### src/rtl/alu_seq_pkg.sv
// Shared opcode, FSM state and width helpers for the sequential ALU.
package alu_seq_pkg;

    // The first twelve encodings are inherited from the combinational ALU.
    typedef enum logic [3:0] {
        NOP    = 4'd0,
        INC    = 4'd1,
        DEC    = 4'd2,
        CLB    = 4'd3,
        ADD    = 4'd4,
        SUB    = 4'd5,
        ORR    = 4'd6,
        AND    = 4'd7,
        XOR    = 4'd8,
        LSH    = 4'd9,
        RXOR_7 = 4'd10,
        RXOR_8 = 4'd11,
        MUL    = 4'd12,
        ADC    = 4'd13,
        SBC    = 4'd14,
        RSH    = 4'd15
    } op_mne;

    typedef enum logic [1:0] {
        IDLE    = 2'd0,
        MUL_RUN = 2'd1,
        HOLD    = 2'd2
    } alu_seq_state_e;

endpackage

### src/rtl/alu_seq_if.sv
// Operation request / result bundle between the register-file read ports, the ALU and writeback.
interface alu_seq_if #(
    parameter int W = 8
);
    logic                 in_valid;
    logic                 in_ready;
    alu_seq_pkg::op_mne   op;
    logic [W-1:0]         A;
    logic [W-1:0]         B;
    logic                 out_valid;
    logic                 out_ready;
    logic [W-1:0]         Out;
    logic [W-1:0]         Hi;
    logic                 Zero;
    logic                 Carry;
    logic                 Neg;
    logic                 Ovf;
    logic                 busy;

    modport master (
        output in_valid, op, A, B, out_ready,
        input  in_ready, out_valid, Out, Hi, Zero, Carry, Neg, Ovf, busy
    );

    modport slave (
        input  in_valid, op, A, B, out_ready,
        output in_ready, out_valid, Out, Hi, Zero, Carry, Neg, Ovf, busy
    );
endinterface

### src/rtl/alu_mul_iter.sv
// Unsigned shift-add multiplier, W cycles from start to done; operands latched on start.
// No backpressure: done is a one-cycle pulse and product is only meaningful while done=1.
module alu_mul_iter #(
    parameter int W  = 8,
    parameter int CW = $clog2(W) + 1
) (
    input  logic           clk,
    input  logic           reset,
    input  logic           start,
    input  logic [W-1:0]   a,
    input  logic [W-1:0]   b,
    output logic           done,
    output logic [2*W-1:0] product
);
    logic [CW-1:0]  cnt_q, cnt_d;
    logic [W-1:0]   mcand_q, mcand_d;
    logic [2*W:0]   prod_q, prod_d;
    logic [2*W:0]   step;
    logic [2*W:0]   prod_shift;

    // Upper W+1 bits accumulate, lower W bits hold the remaining multiplier bits.
    always_comb begin
        step = prod_q;
        if (prod_q[0]) begin
            step[2*W:W] = prod_q[2*W:W] + {1'b0, mcand_q};
        end
        prod_shift = step >> 1;
    end

    always_comb begin
        cnt_d   = cnt_q;
        mcand_d = mcand_q;
        prod_d  = prod_q;
        if (start) begin
            cnt_d   = CW'(W);
            mcand_d = a;
            prod_d  = {{(W+1){1'b0}}, b};
        end else if (cnt_q != '0) begin
            cnt_d  = cnt_q - 1'b1;
            prod_d = prod_shift;
        end
    end

    // The last iteration's result is handed out combinationally so the caller can
    // register it on the W-th edge after start.
    assign done    = (cnt_q == CW'(1));
    assign product = prod_shift[2*W-1:0];

    always_ff @(posedge clk) begin
        if (reset) begin
            cnt_q   <= '0;
            mcand_q <= '0;
            prod_q  <= '0;
        end else begin
            cnt_q   <= cnt_d;
            mcand_q <= mcand_d;
            prod_q  <= prod_d;
        end
    end
endmodule

### src/rtl/alu_seq.sv
// Registered ALU: single-cycle ops valid 1 cycle after accept, MUL exactly W cycles after accept.
// Result is held while out_ready=0; a new op is accepted in the same edge the old result is consumed.
module alu_seq
    import alu_seq_pkg::*;
#(
    parameter int W  = 8,
    parameter int CW = $clog2(W) + 1
) (
    input  logic    clk,
    input  logic    reset,
    alu_seq_if.slave bus
);
    localparam logic [W-1:0] W_LIM = W[W-1:0];

    alu_seq_state_e state_q, state_d;
    logic [W-1:0]   out_q, out_d;
    logic [W-1:0]   hi_q, hi_d;
    logic           zero_q, zero_d;
    logic           carry_q, carry_d;
    logic           neg_q, neg_d;
    logic           ovf_q, ovf_d;

    logic [W-1:0]   a, b;
    logic           accept;
    logic           mul_start;
    logic           mul_done;
    logic [2*W-1:0] mul_product;

    logic [W:0]     sum;
    logic [W-1:0]   res;
    logic           c_res;
    logic           ovf_res;
    logic           legal;

    assign a = bus.A;
    assign b = bus.B;

    assign bus.in_ready  = (state_q == IDLE) || ((state_q == HOLD) && bus.out_ready);
    assign accept        = bus.in_valid && bus.in_ready;
    assign bus.out_valid = (state_q == HOLD);
    assign bus.busy      = (state_q == MUL_RUN);
    assign bus.Out       = out_q;
    assign bus.Hi        = hi_q;
    assign bus.Zero      = zero_q;
    assign bus.Carry     = carry_q;
    assign bus.Neg       = neg_q;
    assign bus.Ovf       = ovf_q;

    // Single-cycle datapath; c_res defaults to the held carry for ops that leave it alone.
    always_comb begin
        sum     = '0;
        res     = '0;
        c_res   = carry_q;
        ovf_res = 1'b0;
        legal   = 1'b1;
        case (bus.op)
            NOP: res = a;
            INC: begin
                sum     = {1'b0, a} + {{W{1'b0}}, 1'b1};
                res     = sum[W-1:0];
                c_res   = sum[W];
                ovf_res = ~a[W-1] & res[W-1];
            end
            DEC: begin
                sum     = {1'b0, a} - {{W{1'b0}}, 1'b1};
                res     = sum[W-1:0];
                c_res   = |a;
                ovf_res = a[W-1] & ~res[W-1];
            end
            CLB: begin
                res        = a;
                res[W-1]   = 1'b0;
            end
            ADD, ADC: begin
                sum     = {1'b0, a} + {1'b0, b}
                        + {{W{1'b0}}, (bus.op == ADC) ? carry_q : 1'b0};
                res     = sum[W-1:0];
                c_res   = sum[W];
                ovf_res = (a[W-1] == b[W-1]) && (res[W-1] != a[W-1]);
            end
            SUB, SBC: begin
                // A - B - !C == A + ~B + C; SUB is the C=1 case.
                sum     = {1'b0, a} + {1'b0, ~b}
                        + {{W{1'b0}}, (bus.op == SBC) ? carry_q : 1'b1};
                res     = sum[W-1:0];
                c_res   = sum[W];
                ovf_res = (a[W-1] != b[W-1]) && (res[W-1] != a[W-1]);
            end
            ORR:    res = a | b;
            AND:    res = a & b;
            XOR:    res = a ^ b;
            LSH:    res = (b >= W_LIM) ? '0 : (a << b);
            RSH:    res = (b >= W_LIM) ? '0 : (a >> b);
            RXOR_7: res = {{(W-1){1'b0}}, ^a[W-2:0]};
            RXOR_8: res = {{(W-1){1'b0}}, ^a};
            MUL:    res = '0;
            default: legal = 1'b0;
        endcase
    end

    always_comb begin
        state_d   = state_q;
        out_d     = out_q;
        hi_d      = hi_q;
        zero_d    = zero_q;
        carry_d   = carry_q;
        neg_d     = neg_q;
        ovf_d     = ovf_q;
        mul_start = 1'b0;
        case (state_q)
            IDLE, HOLD: begin
                if (accept) begin
                    if (bus.op == MUL) begin
                        mul_start = 1'b1;
                        state_d   = MUL_RUN;
                    end else begin
                        state_d = HOLD;
                        hi_d    = '0;
                        if (legal) begin
                            out_d   = res;
                            zero_d  = (res == '0);
                            carry_d = c_res;
                            neg_d   = res[W-1];
                            ovf_d   = ovf_res;
                        end else begin
                            out_d  = '0;
                            zero_d = 1'b1;
                        end
                    end
                end else if (state_q == HOLD && bus.out_ready) begin
                    state_d = IDLE;
                end
            end
            MUL_RUN: begin
                if (mul_done) begin
                    state_d = HOLD;
                    out_d   = mul_product[W-1:0];
                    hi_d    = mul_product[2*W-1:W];
                    zero_d  = (mul_product[W-1:0] == '0);
                    carry_d = |mul_product[2*W-1:W];
                    neg_d   = mul_product[W-1];
                    ovf_d   = 1'b0;
                end
            end
            default: state_d = IDLE;
        endcase
    end

    alu_mul_iter #(
        .W  (W),
        .CW (CW)
    ) u_mul (
        .clk     (clk),
        .reset   (reset),
        .start   (mul_start),
        .a       (a),
        .b       (b),
        .done    (mul_done),
        .product (mul_product)
    );

    always_ff @(posedge clk) begin
        if (reset) begin
            state_q <= IDLE;
            out_q   <= '0;
            hi_q    <= '0;
            zero_q  <= 1'b0;
            carry_q <= 1'b0;
            neg_q   <= 1'b0;
            ovf_q   <= 1'b0;
        end else begin
            state_q <= state_d;
            out_q   <= out_d;
            hi_q    <= hi_d;
            zero_q  <= zero_d;
            carry_q <= carry_d;
            neg_q   <= neg_d;
            ovf_q   <= ovf_d;
        end
    end
endmodule
### src/flat_wrapper.sv
// flat-port wrapper written by rule: the top's interface ports become plain ports
module alu_seq_flat import alu_seq_pkg::*;
#(
    parameter int W  = 8,
    parameter int CW = $clog2(W) + 1
)
  (clk, reset, bus_in_valid, bus_op, bus_A, bus_B, bus_out_ready, bus_in_ready, bus_out_valid, bus_Out, bus_Hi, bus_Zero, bus_Carry, bus_Neg, bus_Ovf, bus_busy);
  alu_seq_if #(.W(W)) bus_i ();
  input  logic clk;
  input  logic reset;
  input wire logic [$bits(bus_i.in_valid)-1:0] bus_in_valid;
  input wire logic [$bits(bus_i.op)-1:0] bus_op;
  input wire logic [$bits(bus_i.A)-1:0] bus_A;
  input wire logic [$bits(bus_i.B)-1:0] bus_B;
  input wire logic [$bits(bus_i.out_ready)-1:0] bus_out_ready;
  output wire logic [$bits(bus_i.in_ready)-1:0] bus_in_ready;
  output wire logic [$bits(bus_i.out_valid)-1:0] bus_out_valid;
  output wire logic [$bits(bus_i.Out)-1:0] bus_Out;
  output wire logic [$bits(bus_i.Hi)-1:0] bus_Hi;
  output wire logic [$bits(bus_i.Zero)-1:0] bus_Zero;
  output wire logic [$bits(bus_i.Carry)-1:0] bus_Carry;
  output wire logic [$bits(bus_i.Neg)-1:0] bus_Neg;
  output wire logic [$bits(bus_i.Ovf)-1:0] bus_Ovf;
  output wire logic [$bits(bus_i.busy)-1:0] bus_busy;
  assign bus_i.in_valid = bus_in_valid;
  assign bus_i.op = bus_op;
  assign bus_i.A = bus_A;
  assign bus_i.B = bus_B;
  assign bus_i.out_ready = bus_out_ready;
  assign bus_in_ready = bus_i.in_ready;
  assign bus_out_valid = bus_i.out_valid;
  assign bus_Out = bus_i.Out;
  assign bus_Hi = bus_i.Hi;
  assign bus_Zero = bus_i.Zero;
  assign bus_Carry = bus_i.Carry;
  assign bus_Neg = bus_i.Neg;
  assign bus_Ovf = bus_i.Ovf;
  assign bus_busy = bus_i.busy;
  alu_seq #(.W(W), .CW(CW)) u_core (.clk(clk), .reset(reset), .bus(bus_i));
endmodule
### config.mk
export PLATFORM = sky130hd
export DESIGN_NAME = alu_seq_flat
export DESIGN_NICKNAME = d
export VERILOG_FILES = /design/src/rtl/alu_seq_pkg.sv /design/src/rtl/alu_seq_if.sv /design/src/rtl/alu_mul_iter.sv /design/src/rtl/alu_seq.sv /design/src/flat_wrapper.sv
export SDC_FILE = /design/constraint.sdc
export NUM_CORES = 1
export LEC_CHECK = 0
export CAP_MARGIN = 5
export CORE_MARGIN = 2
export CORE_UTILIZATION = 45
export DETAILED_ROUTE_END_ITERATION = 12
export PLACE_DENSITY = 0.73
export SETUP_SLACK_MARGIN = 0.3
export SLEW_MARGIN = 10
export SYNTH_ARGS = -nofsm -noshare
export SYNTH_HDL_FRONTEND = slang
export SYNTH_HIERARCHICAL = 1
export SYNTH_SLANG_ARGS = --single-unit
### constraint.sdc
create_clock -name clk -period 3.1 [get_ports clk]
set_input_delay 0.62 -clock clk [delete_from_list [all_inputs] [get_ports clk]]
set_output_delay 0.62 -clock clk [all_outputs]
set_load 0.005 [all_outputs]
==> results of run 1 <==
[per-layer routing]
layer  vias to the layer above  track usage, %  part of all wire, %
met5                         -               0                    0
met4                         0            8.46                  2.4
li1                       2686               -                    -
met3                        39            5.94                  8.0
met1                      2764            40.5                   43
met2                       274            46.9                   47
[Yosys cell counts (all sizes together) (11+ instances only)]
cell and number:
a21oi 34, nor3 15, buf 38, a311oi 11, inv 36, nand2 49
nand3b 12, nor2b 13, nand3 14, ha 45, o21ai 33, mux2i 24
a22oi 12, dfxtp 49, a31oi 15, clkbuf 21, nor2 72
[path summary, 6_finish.rpt]
path | endpoint | slack, ns | depth (start not counted)
worst max-delay path | u_core/bus.Carry | 0.26 | 9
worst max register to register | u_core/bus.Carry | 0.26 | 9
worst min-delay path | u_core/bus.Hi[5] | 0.51 | 2
worst min register to register | u_core/bus.Hi[5] | 0.51 | 2
[layout make-up]
cell class	instances	area [sq um]
multi-input cells	524	4220
repair buffers	164	1370
well taps	143	179
flip-flops and latches	49	982
fillers	1028	4420
clock inverters	3	26.3
clock buffers	5	125
inverters	36	139
[through the flow]
step	utilization [%]	hold slack, ns	TNS (ns)	setup slack, ns
after floorplan	-	0.443	0	0.00529
after global placement	56.6	0.457	-2.87	-0.464
after detailed placement	56.6	0.472	-3.39	-0.540
after CTS	59.6	0.481	0	0.168
after global routing	61.5	0.535	0	0.201
final	61.5	0.507	0	0.257
[state kept, by name, indices dropped and copies added (netlist names)]
name,flops
u_core/u_mul/prod_q,16
u_core/bus.Hi,8
u_core/u_mul/cnt_q,4
u_core/u_mul/mcand_q,8
u_core/bus.Zero,1
u_core/bus.Out,8
u_core/bus.Ovf,1
u_core/bus.Carry,1
u_core/state_q,2
[logic make-up (layout without fill, tap and decap cells)]
| group | Yosys count | count (layout) | share of synthesized area, % |
|---|---|---|---|
| DFF | 49 | 49 | 18.5 |
| AOI/OAI and AO/OA | 188 | 188 | 25.2 |
| xor gates and xnor gates | 12 | 12 | 2.24 |
| and+or+nand+nor | 236 | 236 | 23.5 |
| buffers and inverters | 95 | 208 | 8.87 |
| muxes | 37 | 37 | 8.99 |
| adders and majority gates | 51 | 51 | 12.7 |
[power breakdown]
group	internal [mW]	leakage, nW	switching, mW	total (mW)
logic	0.533	2.42	0.713	1.25
clock network	0.305	0.0680	0.257	0.562
registers	0.696	0.399	0.0594	0.756
total	1.53	2.88	1.03	2.56
[worst max-delay path, cell delays in order, from the launching register on]
cell and delay [ns]:
dfxtp_1 0.41, ha_1 0.30, a211oi_2 0.31, o21ai_2 0.13, and4b_1 0.19, nor4_2 0.31, nor2_1 0.15, nor4_1 0.60
a311o_1 0.27, o21ai_1 0.06
[repair_timing]
action                     CTS  global route
gates resized for setup     68            51
buffers inserted             1             3
setup endpoints to repair   11            11
cloned                       0             0
pin swaps                   25            32
==> impl.org, run 1 <==
** Floorplan
- The initialized floorplan defines 39 standard-cell rows.
- Core area :: 0.0115 sq mm
- Die Wd :: 113 microns
- The die covers 0.0127 sq mm.
- 47 I/O pins were placed.
- Initial Util :: between 40 and 50%
- From bottom edge to top edge, the die measures 113 microns.

** Run
- Across the run, the number of max-cap violations was 0.

** Yosys
- Largest area contributor in the netlist :: dfxtp_1
- Leading post-synthesis cells by cell area :: dfxtp_1 18%, ha_1 11%, nor2_1 5.1%, mux2i_1 4.5%, nand2_1 3.5%
- Counting flops with a built-in enable in the synthesized netlist gives 0.
- The Yosys step of the flow raised 6 warnings.
- In this run, synthesis produced a sequential element count of 49.
- The most used flip-flop cell after synthesis is dfxtp_1.
- In the synthesized netlist, the number of instances is 668.
- Fraction of post-synthesis cell area in the top cell type by area :: 18.5%
- Post-synthesis instance area :: 0.00531 sq mm
- Counting flops with an async set or reset pin after synthesis yields a share of 0%.
- Register area share after synthesis :: between 10% and 20%
- Averaged over all synthesized cells, the footprint is 7.94 sq um.
- The number of nets handed over by synthesis was between 700 and 800.
- The synthesized netlist contains 90 unique library cells.

** Final layout
- At the end of the flow, the number of nets in the layout was between 800 and 900.
- For this run, the number of standard cells in the final layout without fillers is 924.
- Of the cells placed in the final design, the portion with a size suffix greater than 1 is 28.4%.
- Most common cell after layout, fill and taps aside :: buf_4
- The finished cells cover 0.00705 sq mm.
- Area added between synthesis and finish :: 32.9%
- Leading cell types in the layout, fill and taps excluded :: 108 x buf_4, 72 x nor2_1, 48 x nand2_1, 48 x dfxtp_1, 36 x ha_1
- 0 antenna diodes ended up in the layout.

** Detailed routing
- In the final routed layout, each cell accounts on average for 20.7 microns.
- Remaining antenna violation count :: 0
- The routed layout has 5763 vias.
- Router iterations before antenna repair :: 5
- Dividing the detail-routed via count by the number of cells gives 6.24.
- Wires add up to 19.1 mm.
- Number of remaining DRC errors :: 0
- The detailed router finished its first iteration with 537 violations.

** Placement
- Buffers on Ports :: 46
- In this run the cell area measured after placement is 0.00649 sq mm.
- Number of cells after detailed placement :: 912
- Post-detail-place hpwl :: 14.3 mm
- The congestion estimate from routability-driven global placement came to around 0.96.

** CTS
- Hold repair after CTS inserted 0 buffers.
- Clock latency on the worst-skew pair, taken at its later pin, is roughly 0.30 ns.
- TritonCTS clock tree :: built
- H-Tree Depth :: 2
- The clock drives around 50 sinks.
- Clock-pin slew of the registers on the worst-case setup and hold paths :: 0.07 ns
- TritonCTS created 5 clock buffers.
- CTS max path bufs :: 2
- Clock Root Buffer :: clkbuf_16

** STA
- Hold violation count in the final report :: 0
- Dividing the final minimum period by the clock period gives 91.7%.
- The routed design could run at a clock period as short as 2.84 ns.
- Between clock sinks in the finished design, the worst skew comes to 0.00616 ns.
- Max-slew headroom :: between 50 and 60%
- # setup viols final :: 0
- The final count of pins violating max slew was 0.
- Max frequency :: 352 MHz
- Unrepaired setup endpoints after global routing :: yes
- Slew of the pin with the lowest slew margin :: 0.726 ns

** Pwr
- Design Power :: 2.56 mW
- For this design the static power due to leakage is ~2.9 nW.
- Across the VDD grid, the largest voltage drop is 0.000411 V.
- Power density cells :: 364 mW/mm^2

** Worst hold path
- Start point of the worst min-delay path :: u_core/bus.Hi[5]
- The min-delay analysis places its worst path in the category reg2reg.

** Global routing
- The number of global-route vias before repair came to 5592.
- Tot GR Track Use :: around 29%
- Entering global routing, the biggest net connects 37 pins.
- The first global-routing pass estimated roughly 30 mm of wire.
- Number of antenna violations at the first check in global routing :: 0
- Congestion Overflow GR :: 0

** Run status
- The run finished with clean final reports.

** Setup path
- Data on the critical path is required at its endpoint by 3.28 ns.
- Kind of launch point of the worst setup path :: register
- The worst register-to-register path begins at u_core/u_mul/prod_q[9].
- The worst setup path is of the reg2reg kind.
- Launching instance or port of the critical path :: u_core/u_mul/prod_q[9]
- Critical path capture point type :: register
- Arrival time reported for the critical path endpoint :: 3.02 ns
- Along the worst path, the maximum fanout reaches 4.
No activity file was read; power rests on OpenSTA's default activity.
==> run 2: changes to the inputs <==
--- a/config.mk
+++ b/config.mk
@@ -9,10 +9,9 @@
 export CORE_MARGIN = 2
 export CORE_UTILIZATION = 45
 export DETAILED_ROUTE_END_ITERATION = 12
-export PLACE_DENSITY = 0.73
+export PLACE_DENSITY = 0.74
 export SETUP_SLACK_MARGIN = 0.3
 export SLEW_MARGIN = 10
 export SYNTH_ARGS = -nofsm -noshare
 export SYNTH_HDL_FRONTEND = slang
-export SYNTH_HIERARCHICAL = 1
 export SYNTH_SLANG_ARGS = --single-unit
==> run 2 against run 1 <==
  * Critical path depth grew 4
  * Synthesized cell count shrank 3.7%
  * Highest routed layer unchanged
  * Utilization grew 5.7 points
  * The run now ends with setup timing left
  * Global-route usage grew 2.6 points
  * Largest power group unchanged
  * Clock power shrank 28%
  * Cell count grew 2.2%
  * Largest cell class unchanged
==> impl.org, run 2 <==
** Run status
- Status :: complete, but fails checks
- The checks that failed: setup timing.

** Placement
- At the end of routability-driven placement, the weighted congestion stood at between 1 and 1.5.
- Buffers on Ports :: 46
- The wire-length estimate of the detail-placed layout is 14.0 mm.
- At the placement stage, the worst setup path has a slack of -0.990 ns.

** Yosys
- Largest area contributor in the netlist :: dfxtp_1
- The number of nets in the synthesized netlist is 717.
- After synthesis, the netlist uses between 60 and 70 different library cells.
- Synthesis produced 643 cells.
- Number of synthesized flops with an enable pin :: 0
- In this run, synthesis produced a sequential element count of 49.
- Most frequent cells after synthesis :: 75 x nand2_1, 74 x nor2_1, 49 x dfxtp_1
- Yosys printed 0 warnings.
- Among all cell types in the netlist, the one instantiated most often is nand2_1.
- Register area share after synthesis :: between 20 and 25%
- Dividing the synthesized area by the synthesized cell count gives 7.53 sq um.
- Leading post-synthesis cells by cell area :: dfxtp_1 20%, ha_1 12%, nand2_1 5.8%, nor2_1 5.7%, a21oi_1 4.8%
- Fraction of post-synthesis cell area in the top cell type by area :: 20.3%
- Post-synthesis instance area :: 0.00484 sq mm
- Share of flip-flops with an asynchronous set or reset :: 0%
- Main synth FF type :: dfxtp_1

** STA
- Worst clock skew :: between 0.01 and 0.015 ns
- Max frequency :: 297 MHz
- The worst pin sits at a relative slew slack of 46.8%.
- Once routing completed, OpenROAD measured the worst setup slack at -0.263 ns.
- Setup violations remaining at the end of the flow were counted as 2.
- Slew of the pin with the lowest slew margin :: approximately 0.8 ns
- After layout, the worst path uses 108% of the clock period.
- Setup repair after global routing could not meet its margin everywhere.
- Hold violation count in the final report :: 0
- The final count of pins violating max slew is 0.
- Final critical delay including setup and external delays :: approximately 3.4 ns

** Detailed routing
- Router iterations before antenna repair :: 6
- For this block, the routed nets add up to ~19 mm of wire.
- In the final routed layout, each cell accounts on average for 19.6 microns.
- For this block, the via count after detailed routing is 5816.
- Number of remaining DRC errors :: 0
- Drt initial violations :: 652
- The count of nets left with antenna violations once routing finished came out at 0.
- Using the TritonRoute via totals, the vias-per-cell ratio works out to 6.16.

** Pwr
- In this run the static leakage power is ~3.0 nW.
- For this design the ratio of total power to cell area is ~360 mW/mm^2.
- Worst voltage drop across the vdd grid :: 0.000618 V

** Floorplan
- Once the floorplan was initialized, standard cells occupied between 40% and 50% of the core.
- The floorplan step defined a core boundary enclosing 0.0104 sq mm.
- Die Wd :: between 100 and 150 microns
- The floorplan has 37 rows.
- The die covers 0.0116 sq mm.
- In this run the count of I/O pins placed on the die edge is 47.
- The die is 108 microns tall.

** Setup path
- Data on the critical path arrives at its endpoint at 3.61 ns.
- Critical path capture point type :: register
- For the worst setup path, the data required time is 3.35 ns.
- The critical path goes through buf_8 > nor2b_4 > nand4_1 > fa_2 > fa_2 > xnor2_2 > a22o_1 > a221oi_2 > and3_1 > nand3_2 > or4_4 > o311a_1 > nor3_2.
- Dominant cell type by count on the critical path :: fa_2
- In this run the worst path has a maximum fanout of 4.
- The critical path is of the in2reg type.
- In this design, the stage delay of the slowest critical-path cell is 0.45 ns.
- Kind of launch point of the worst setup path :: primary input
- Slowest library cell on the worst path :: fa_2

** Global routing
- Tot GR Track Use :: between 30% and 40%
- The number of global-route vias before repair is 5536.
- First-pass GRT wire length :: approximately 29 mm
- Global routing finished with a remaining overflow of 0.
- Number of antenna violations at the first check in global routing :: 0
- Entering global routing, the biggest net connects 27 pins.

** CTS
- Clock Root Buffer :: clkbuf_8
- Total clock buffers created by CTS :: 5
- H-Tree Depth :: 2
- In this run the deepest clock path goes through 2 buffers.
- TritonCTS built the clock tree.
- Clock latency at the later pin of the worst-skew pair :: 0.32 ns
- The clock net in this run drives a total of 49 sinks.
- Clock-pin slew of the registers on the worst-case setup and hold paths :: 0.10 ns

** Final layout
- Area of the multi-input gates :: 0.00389 sq mm
- Share of cells above drive strength 1 :: between 30 and 40%
- More flip-flops sit in one register than any other, and that register is u_core.u_mul.prod_q.
- Leading cell types in the layout, fill and taps excluded :: 139 x buf_4, 71 x nand2_1, 70 x nor2_1, 48 x dfxtp_1, 43 x a21oi_1
- 0 antenna diodes ended up in the layout.
- Footprint of the flip-flops and latches :: 982 sq um
- Number of flip-flops under the largest register name :: 16
- Final-layout fill cell count :: roughly 850
- Final Net Count :: a little under 900
- Most common cell after layout, fill and taps aside :: buf_4
- Relative to the synthesized area, the layout overhead comes to 43.8%.
- For this run, the share of the core covered by cells in the final layout is 67.2%.

** Worst hold path
- Hold crit path type :: reg2reg

** Run
- Across the run, the number of max-cap violations was 0.
==> run 2: where the power goes <==
part | switching [mW] | leakage (nW) | total (mW) | internal [mW]
registers | 0.0742 | 0.400 | 0.788 | 0.714
clock network | 0.243 | 0.0423 | 0.407 | 0.165
logic | 0.742 | 2.54 | 1.32 | 0.576
==> run 2: logic make-up after synthesis <==
group,synth area share [%]
AND/OR/NAND/NOR,21.4
multiplexers,7.85
adder cells (fa/ha/maj),13.7
AO/OA/AOI/OAI,26.7
flip-flops,20.3
buffers and inverters,6.85
XOR/XNOR,3.25
==> run 2: what timing repair did <==
| item | in CTS | in global routing |
|---|---|---|
| resized for setup | 111 | 44 |
| pin swaps | 46 | 41 |
| endpoints found under the setup margin | 11 | 11 |
| setup buffers | 19 | 4 |
| gates cloned | 1 | 0 |
| hold buffers | 0 | 0 |
==> run 2: cell type report <==
type / count / area share [%]
clock buffers: 5 / 0.988
clock inverters: 3 / 0.377
inverters: 35 / 2.01
multi-input cells: 513 / 55.8
flip-flops and latches: 49 / 14.1
well taps: 136 / 2.44
repair buffers: 203 / 24.3
==> run 2: worst max-delay path, delay by kind of cell <==
family	cells	cell delay, ns
compound gates	3	0.78
xor+xnor	1	0.14
fa+ha+maj	2	0.86
simple gates	6	1.10
buf+inv	1	0.11
==> run 2: final timing paths <==
kind,startpoint,to,slack (ns),cells past startpoint
worst max-delay path,bus_op[1],u_core.bus.Zero,-0.26,13
worst min-delay path,u_core.u_mul.mcand_q[5],u_core.u_mul.mcand_q[5],0.47,2
worst max register to register,u_core.bus.Carry,u_core.bus.Zero,-0.20,11
worst min register to register,u_core.u_mul.mcand_q[5],u_core.u_mul.mcand_q[5],0.47,2
==> run 2: through the flow <==
stage | TNS (ns) | hold slack, ns | instances | total power [mW] | area [sq um]
2_1_floorplan | -0.377 | 0.441 | 643 | 1.52 | 4930
3_3_place_gp | -5.22 | 0.451 | 912 | 1.92 | 6300
3_5_place_dp | -6.06 | 0.454 | 912 | 1.97 | 6300
4_1_cts | -0.297 | 0.470 | 940 | 2.43 | 6760
5_1_grt | -0.443 | 0.488 | 944 | 2.65 | 6970
6_report | -0.284 | 0.474 | 944 | 2.51 | 6970
==> run 2: layer usage <==
metal	wire (microns)	global-route usage, %	share of wire, %	vias to the layer above
met1	7360	41.3	40	2778
met5	0	0	0	-
met2	8900	55.3	48	300
li1	-	-	-	2672
met3	1430	3.51	7.7	66
met4	838	10.6	4.5	0
